<file path="src/rtl/spi_matrix_rx_framer.sv">
// spi_matrix_rx_framer: SPI mode-0 receiver that frames a header plus data words into A/B matrix buffer writes
module spi_matrix_rx_framer #(
  parameter int MAX_M = 784,
  parameter int MAX_K = 288,
  parameter int MAX_N = 64,
  localparam int A_WORDS = MAX_M * MAX_K,
  localparam int B_WORDS = MAX_K * MAX_N,
  localparam int ADDR_W = $clog2(A_WORDS > B_WORDS ? A_WORDS : B_WORDS)
) (
  input  logic              clk,
  input  logic              rst_n,
  input  logic              sclk,
  input  logic              mosi,
  input  logic              cs_n,
  input  logic              clr_ready,
  output logic              wr_en,
  output logic              wr_sel,
  output logic [ADDR_W-1:0] wr_addr,
  output logic [31:0]       wr_data,
  output logic              a_ready,
  output logic              b_ready,
  output logic              frame_err
);
  localparam logic [29:0] A_LIM = 30'(A_WORDS);
  localparam logic [29:0] B_LIM = 30'(B_WORDS);
  typedef enum logic [2:0] {IDLE, HDR, DATA, DONE, ERR} state_e;
  state_e state_q, state_d;
  logic [2:0] sclk_q, cs_q;
  logic [1:0] mosi_q;
  logic [31:0] shift_q, shift_d, wr_data_q, wr_data_d, word;
  logic [4:0] bit_q, bit_d;
  logic [ADDR_W-1:0] idx_q, idx_d, cnt_q, cnt_d, wr_addr_q, wr_addr_d;
  logic wr_en_q, wr_en_d, wr_sel_q, wr_sel_d, a_rdy_q, a_rdy_d, b_rdy_q, b_rdy_d, err_q, err_d;
  logic sclk_rise, cs_fall, cs_rise, active, shift_en, word_done, hdr_bad, last;
  logic hdr_ok, hdr_err, wr_fire, set_rdy;
  logic [1:0] tgt;
  logic [29:0] wcnt;
  assign sclk_rise = sclk_q[1] & ~sclk_q[2];
  assign cs_fall   = ~cs_q[1] & cs_q[2];
  assign cs_rise   = cs_q[1] & ~cs_q[2];
  assign active    = (state_q == HDR) | (state_q == DATA);
  assign shift_en  = active & sclk_rise;
  assign word      = {shift_q[30:0], mosi_q[1]};
  assign word_done = shift_en & (bit_q == 5'd31);
  assign tgt       = word[31:30];
  assign wcnt      = word[29:0];
  assign hdr_bad   = tgt[1] | (wcnt == 30'd0) | (tgt[0] ? wcnt > B_LIM : wcnt > A_LIM);
  assign last      = idx_q == cnt_q - ADDR_W'(1);
  assign hdr_ok    = (state_q == HDR) & word_done & ~cs_rise & ~hdr_bad;
  assign hdr_err   = (state_q == HDR) & word_done & ~cs_rise & hdr_bad;
  assign wr_fire   = (state_q == DATA) & word_done & ~cs_rise;
  assign set_rdy   = wr_fire & last;
  assign wr_en     = wr_en_q;
  assign wr_sel    = wr_sel_q;
  assign wr_addr   = wr_addr_q;
  assign wr_data   = wr_data_q;
  assign a_ready   = a_rdy_q;
  assign b_ready   = b_rdy_q;
  assign frame_err = err_q;
  // two-flop synchronisers plus a third stage on sclk and cs_n for edge detection
  always_ff @(posedge clk or negedge rst_n) begin
    if (!rst_n) begin
      sclk_q <= 3'b000;
      cs_q   <= 3'b111;
      mosi_q <= 2'b00;
    end else begin
      sclk_q <= {sclk_q[1:0], sclk};
      cs_q   <= {cs_q[1:0], cs_n};
      mosi_q <= {mosi_q[0], mosi};
    end
  end
  // FSM state register
  always_ff @(posedge clk or negedge rst_n) begin
    if (!rst_n) state_q <= IDLE;
    else        state_q <= state_d;
  end
  // FSM next state; a cs_n rise always returns to IDLE and outranks a coincident word
  always_comb begin
    state_d = state_q;
    case (state_q)
      IDLE:    state_d = cs_fall ? HDR : IDLE;
      HDR:     state_d = cs_rise ? IDLE : word_done ? (hdr_bad ? ERR : DATA) : HDR;
      DATA:    state_d = cs_rise ? IDLE : (word_done & last) ? DONE : DATA;
      DONE:    state_d = cs_rise ? IDLE : DONE;
      ERR:     state_d = cs_rise ? IDLE : ERR;
      default: state_d = IDLE;
    endcase
  end
  // datapath and output next-state: word assembly, header latch, write strobe and flags
  always_comb begin
    bit_d     = (state_q == IDLE && cs_fall) ? 5'd0 : shift_en ? bit_q + 5'd1 : bit_q;
    shift_d   = shift_en ? word : shift_q;
    cnt_d     = hdr_ok ? ADDR_W'(wcnt) : cnt_q;
    idx_d     = (hdr_ok || (state_q == IDLE && cs_fall)) ? '0 : wr_fire ? idx_q + ADDR_W'(1) : idx_q;
    wr_sel_d  = hdr_ok ? tgt[0] : wr_sel_q;
    wr_en_d   = wr_fire;
    wr_addr_d = wr_fire ? idx_q : wr_addr_q;
    wr_data_d = wr_fire ? word : wr_data_q;
    a_rdy_d   = (set_rdy & ~wr_sel_q) | (a_rdy_q & ~clr_ready);
    b_rdy_d   = (set_rdy & wr_sel_q) | (b_rdy_q & ~clr_ready);
    err_d     = hdr_err | (active & cs_rise);
  end
  // datapath and output registers
  always_ff @(posedge clk or negedge rst_n) begin
    if (!rst_n) begin
      bit_q     <= '0;
      shift_q   <= '0;
      cnt_q     <= '0;
      idx_q     <= '0;
      wr_sel_q  <= 1'b0;
      wr_en_q   <= 1'b0;
      wr_addr_q <= '0;
      wr_data_q <= '0;
      a_rdy_q   <= 1'b0;
      b_rdy_q   <= 1'b0;
      err_q     <= 1'b0;
    end else begin
      bit_q     <= bit_d;
      shift_q   <= shift_d;
      cnt_q     <= cnt_d;
      idx_q     <= idx_d;
      wr_sel_q  <= wr_sel_d;
      wr_en_q   <= wr_en_d;
      wr_addr_q <= wr_addr_d;
      wr_data_q <= wr_data_d;
      a_rdy_q   <= a_rdy_d;
      b_rdy_q   <= b_rdy_d;
      err_q     <= err_d;
    end
  end
endmodule

</file>
<file path="config.mk">
export PLATFORM = sky130hd
export DESIGN_NAME = spi_matrix_rx_framer
export DESIGN_NICKNAME = d
export VERILOG_FILES = /design/src/rtl/spi_matrix_rx_framer.sv
export SDC_FILE = /design/constraint.sdc
export NUM_CORES = 1
export LEC_CHECK = 0
export BUFFER_PORTS_ARGS = -buffer_cell sky130_fd_sc_hd__buf_4
export CORE_MARGIN = 3
export CORE_UTILIZATION = 42
export CTS_CLUSTER_DIAMETER = 150
export DETAILED_ROUTE_END_ITERATION = 8
export SYNTH_ARGS = -nofsm -noshare
export SYNTH_HDL_FRONTEND = slang
export SYNTH_SLANG_ARGS = --single-unit
export TNS_END_PERCENT = 30
</file>
<file path="constraint.sdc">
create_clock -name clk -period 5.25 [get_ports clk]
set_input_delay 0.525 -clock clk [delete_from_list [all_inputs] [get_ports clk]]
set_output_delay 0.525 -clock clk [all_outputs]
set_load 0.02 [all_outputs]
</file>
==> results.ini <==
[die]
die_h_um=127
ios=61
die_x_um=127
coreArea_um2=14100
initial_core_util=0.437
row_count=43
design.die.area_um2=16200

[sta]
fin_skew_ps=6.99
finalCritPeriodShare=0.647
slew_violations=0
rsz0062_at_grt=false
tightest_slew_ps=863
setup_ws_ps=1850
tns_ps=0
hold_viol_final=0
slew_headroom=0.424
fmax_ghz=0.294
finalSetupViolations=0
min_period_ps=3400

[synthesis]
netlist_instances=482
synth_nets=492
synth_top_cell_by_area=dfrtp_1
seq_area_frac_synth=0.559
netlist_area_um2=6180
synthTopCellsByArea=dfrtp_1 55%, mux2_2 18%, xor2_1 3.4%, xnor2_1 2.5%, nor3_1 2.3%
synth_cell_types=60
yosysWarningCount=0
avgSynthCellArea_um2=12.8
synth_edf_count=0
ys_seq_elements=138
postSynth.asyncResetShare=1.00
synth_top_cell_area_share=0.546
synth_ff_type=dfrtp_1

[clock_tree]
clock-sinks=138
postCtsSetupRepairBufs=0
numCtsBuffers=17
root_buffer=clkbuf_16
cts_tree=built
h-tree-depth=4
postCtsHoldBufs=0
clk_latency_ps=410
post_cts_resized=0
path_clk_slew_ps=60
clockBufferDepth=2

[cells_and_area]
diodes=0
fillers=1243
post-route-util=0.524
final_common_cell=dfrtp_1
syn_to_final_growth_pct=20.0
final_cell_area_um2=7420
layout_common_cells=135 x dfrtp_1, 98 x mux2_2, 64 x buf_4, 28 x nor3_1, 24 x xor2_1
regArea_um2=3460
drive_gt1_frac=0.373
multi_input_area_um2=2610
nets=555

[power_and_ir_drop]
power_switching_share=0.221
p_switching_w=0.000542
leakage_nw=3.69
clkPwrFrac=0.480
internal_power_w=0.00191
p_seq_frac=0.471
ir_drop_uv=279
powerDensity_nw_per_um2=330
p_comb_frac=0.048
power_w=0.00245

[global_route]
grt_pass1_wl_um=20800
grt_max_degree=96
grt_pass1_vias=3875
grt.total_usage=0.161
grt_remaining_overflow=0
antenna_found_initial=0

[worst_setup_path]
ff2ff_setup_slack_ps=1850
cp.arrival_ps=3690
regToRegEndpoint=wr_sel
crit_chain=xnor2_1, nor4b_4, buf_4, nand3b_1, or2_0, nor3_4, buf_4, mux2_2
cp_max_fo=39
max_stage_delay_ps=720
setup.worst_path.class=reg2reg
crit_buf_inv=2
end_kind=flop
critPathLaunchType=flop
critical_path_required_ps=5550
worst_path_most_repeated_cell=buf_4
cp-startpoint=state_q[1]
slowest_stage=nor3_4
critPathCapture=wr_sel
r2r_start=state_q[1]
crit_family=simple AND/OR/NAND/NOR gates
path_depth=8
reg2reg_depth=8

[outcome]
status=complete, no violations

[place]
place_area_um2=6820
port_buffers=60
dp_slack_ps=1800
gp_congestion=0.839
dpl.hpwl_um=8430

[drt]
drtAntennaViolNets=0
avgRoutedWirePerCell_um=16.6
via_count=3962
wl_um=12200
viasPerCell=5.37
drt_iter0_markers=196
route.detailed.drc=0
dr.pass1.iters=5

[hold_path]
hold_class=in2async

[job]
maxCapViolCount=0

layer usage:
metal | GRT usage | up-vias | wire (µm)
met2 | 0.241 | 67 | 5710
met4 | 0.0568 | 0 | 179
met1 | 0.230 | 1993 | 5960
met3 | 0.0393 | 13 | 387
li1 | - | 1889 | -
met5 | 0 | - | 0
layout make-up:
type | instances | share of cell area
repair buffers | 65 | 0.0663
clock inverters | 10 | 0.0157
clock buffers | 22 | 0.0653
flip-flops and latches | 138 | 0.466
multi-input cells | 314 | 0.352
well taps | 180 | 0.0303
inverters | 9 | 0.00455
power groups by stage:
| stage | clock [W] | combinational (W) | sequential (W) |
|---|---|---|---|
| after floorplan | 0 | 0.0000762 | 0.00116 |
| after global placement | 0 | 0.000117 | 0.00117 |
| after detailed placement | 0 | 0.000120 | 0.00117 |
| after CTS | 0.00121 | 0.000122 | 0.00116 |
| after global routing | 0.00126 | 0.000132 | 0.00116 |
| final | 0.00118 | 0.000118 | 0.00115 |
logic make-up (layout without fill, tap and decap cells):
logic type | after synthesis | after routing | synth area share
fa+ha+maj | 4 | 4 | 0.00809
buf+inv | 30 | 106 | 0.0217
xor+xnor | 43 | 43 | 0.0631
mux | 100 | 100 | 0.183
compound gates | 35 | 35 | 0.0415
flops | 138 | 138 | 0.559
simple gates | 132 | 132 | 0.124
synthesized netlist by cell type (all sizes together), types with 3 or more instances:
cell type / number
nand3: 15
dfstp: 3
or3: 4
o21ai: 7
a31oi: 3
dfrtp: 135
nand2b: 3
nand4: 7
xnor2: 18
clkbuf: 14
nor4b: 3
inv: 9
o32ai: 3
nand2: 21
nor3: 30
ha: 4
xor2: 24
nand3b: 3
nor2: 14
buf: 7
nor4: 12
and3: 3
mux2: 99
flip-flops by register name (all words and copies together) (netlist names), 5 cells and up:
signal,count
cnt_q,18
wr_data,32
bit_q,5
idx_q,18
shift_q,31
wr_addr,18
metrics by stage:
stage	hold WS (ps)	std cells
after detailed placement	336	706
after global routing	189	738
after CTS	198	738
after global placement	336	706
after floorplan	229	482
final	161	738
worst min-delay path by stage:
stage / start / to / slack [ps]
after global placement: sclk_q[0] / sclk_q[1] / 340
final: rst_n / wr_addr[1] / 160
after floorplan: rst_n / a_ready / 230
after detailed placement: mosi_q[0] / mosi_q[1] / 340
after global routing: cs_n / cs_q[0] / 190
after CTS: cs_n / cs_q[0] / 200
Note: power is estimated with default switching activity, not from simulation.
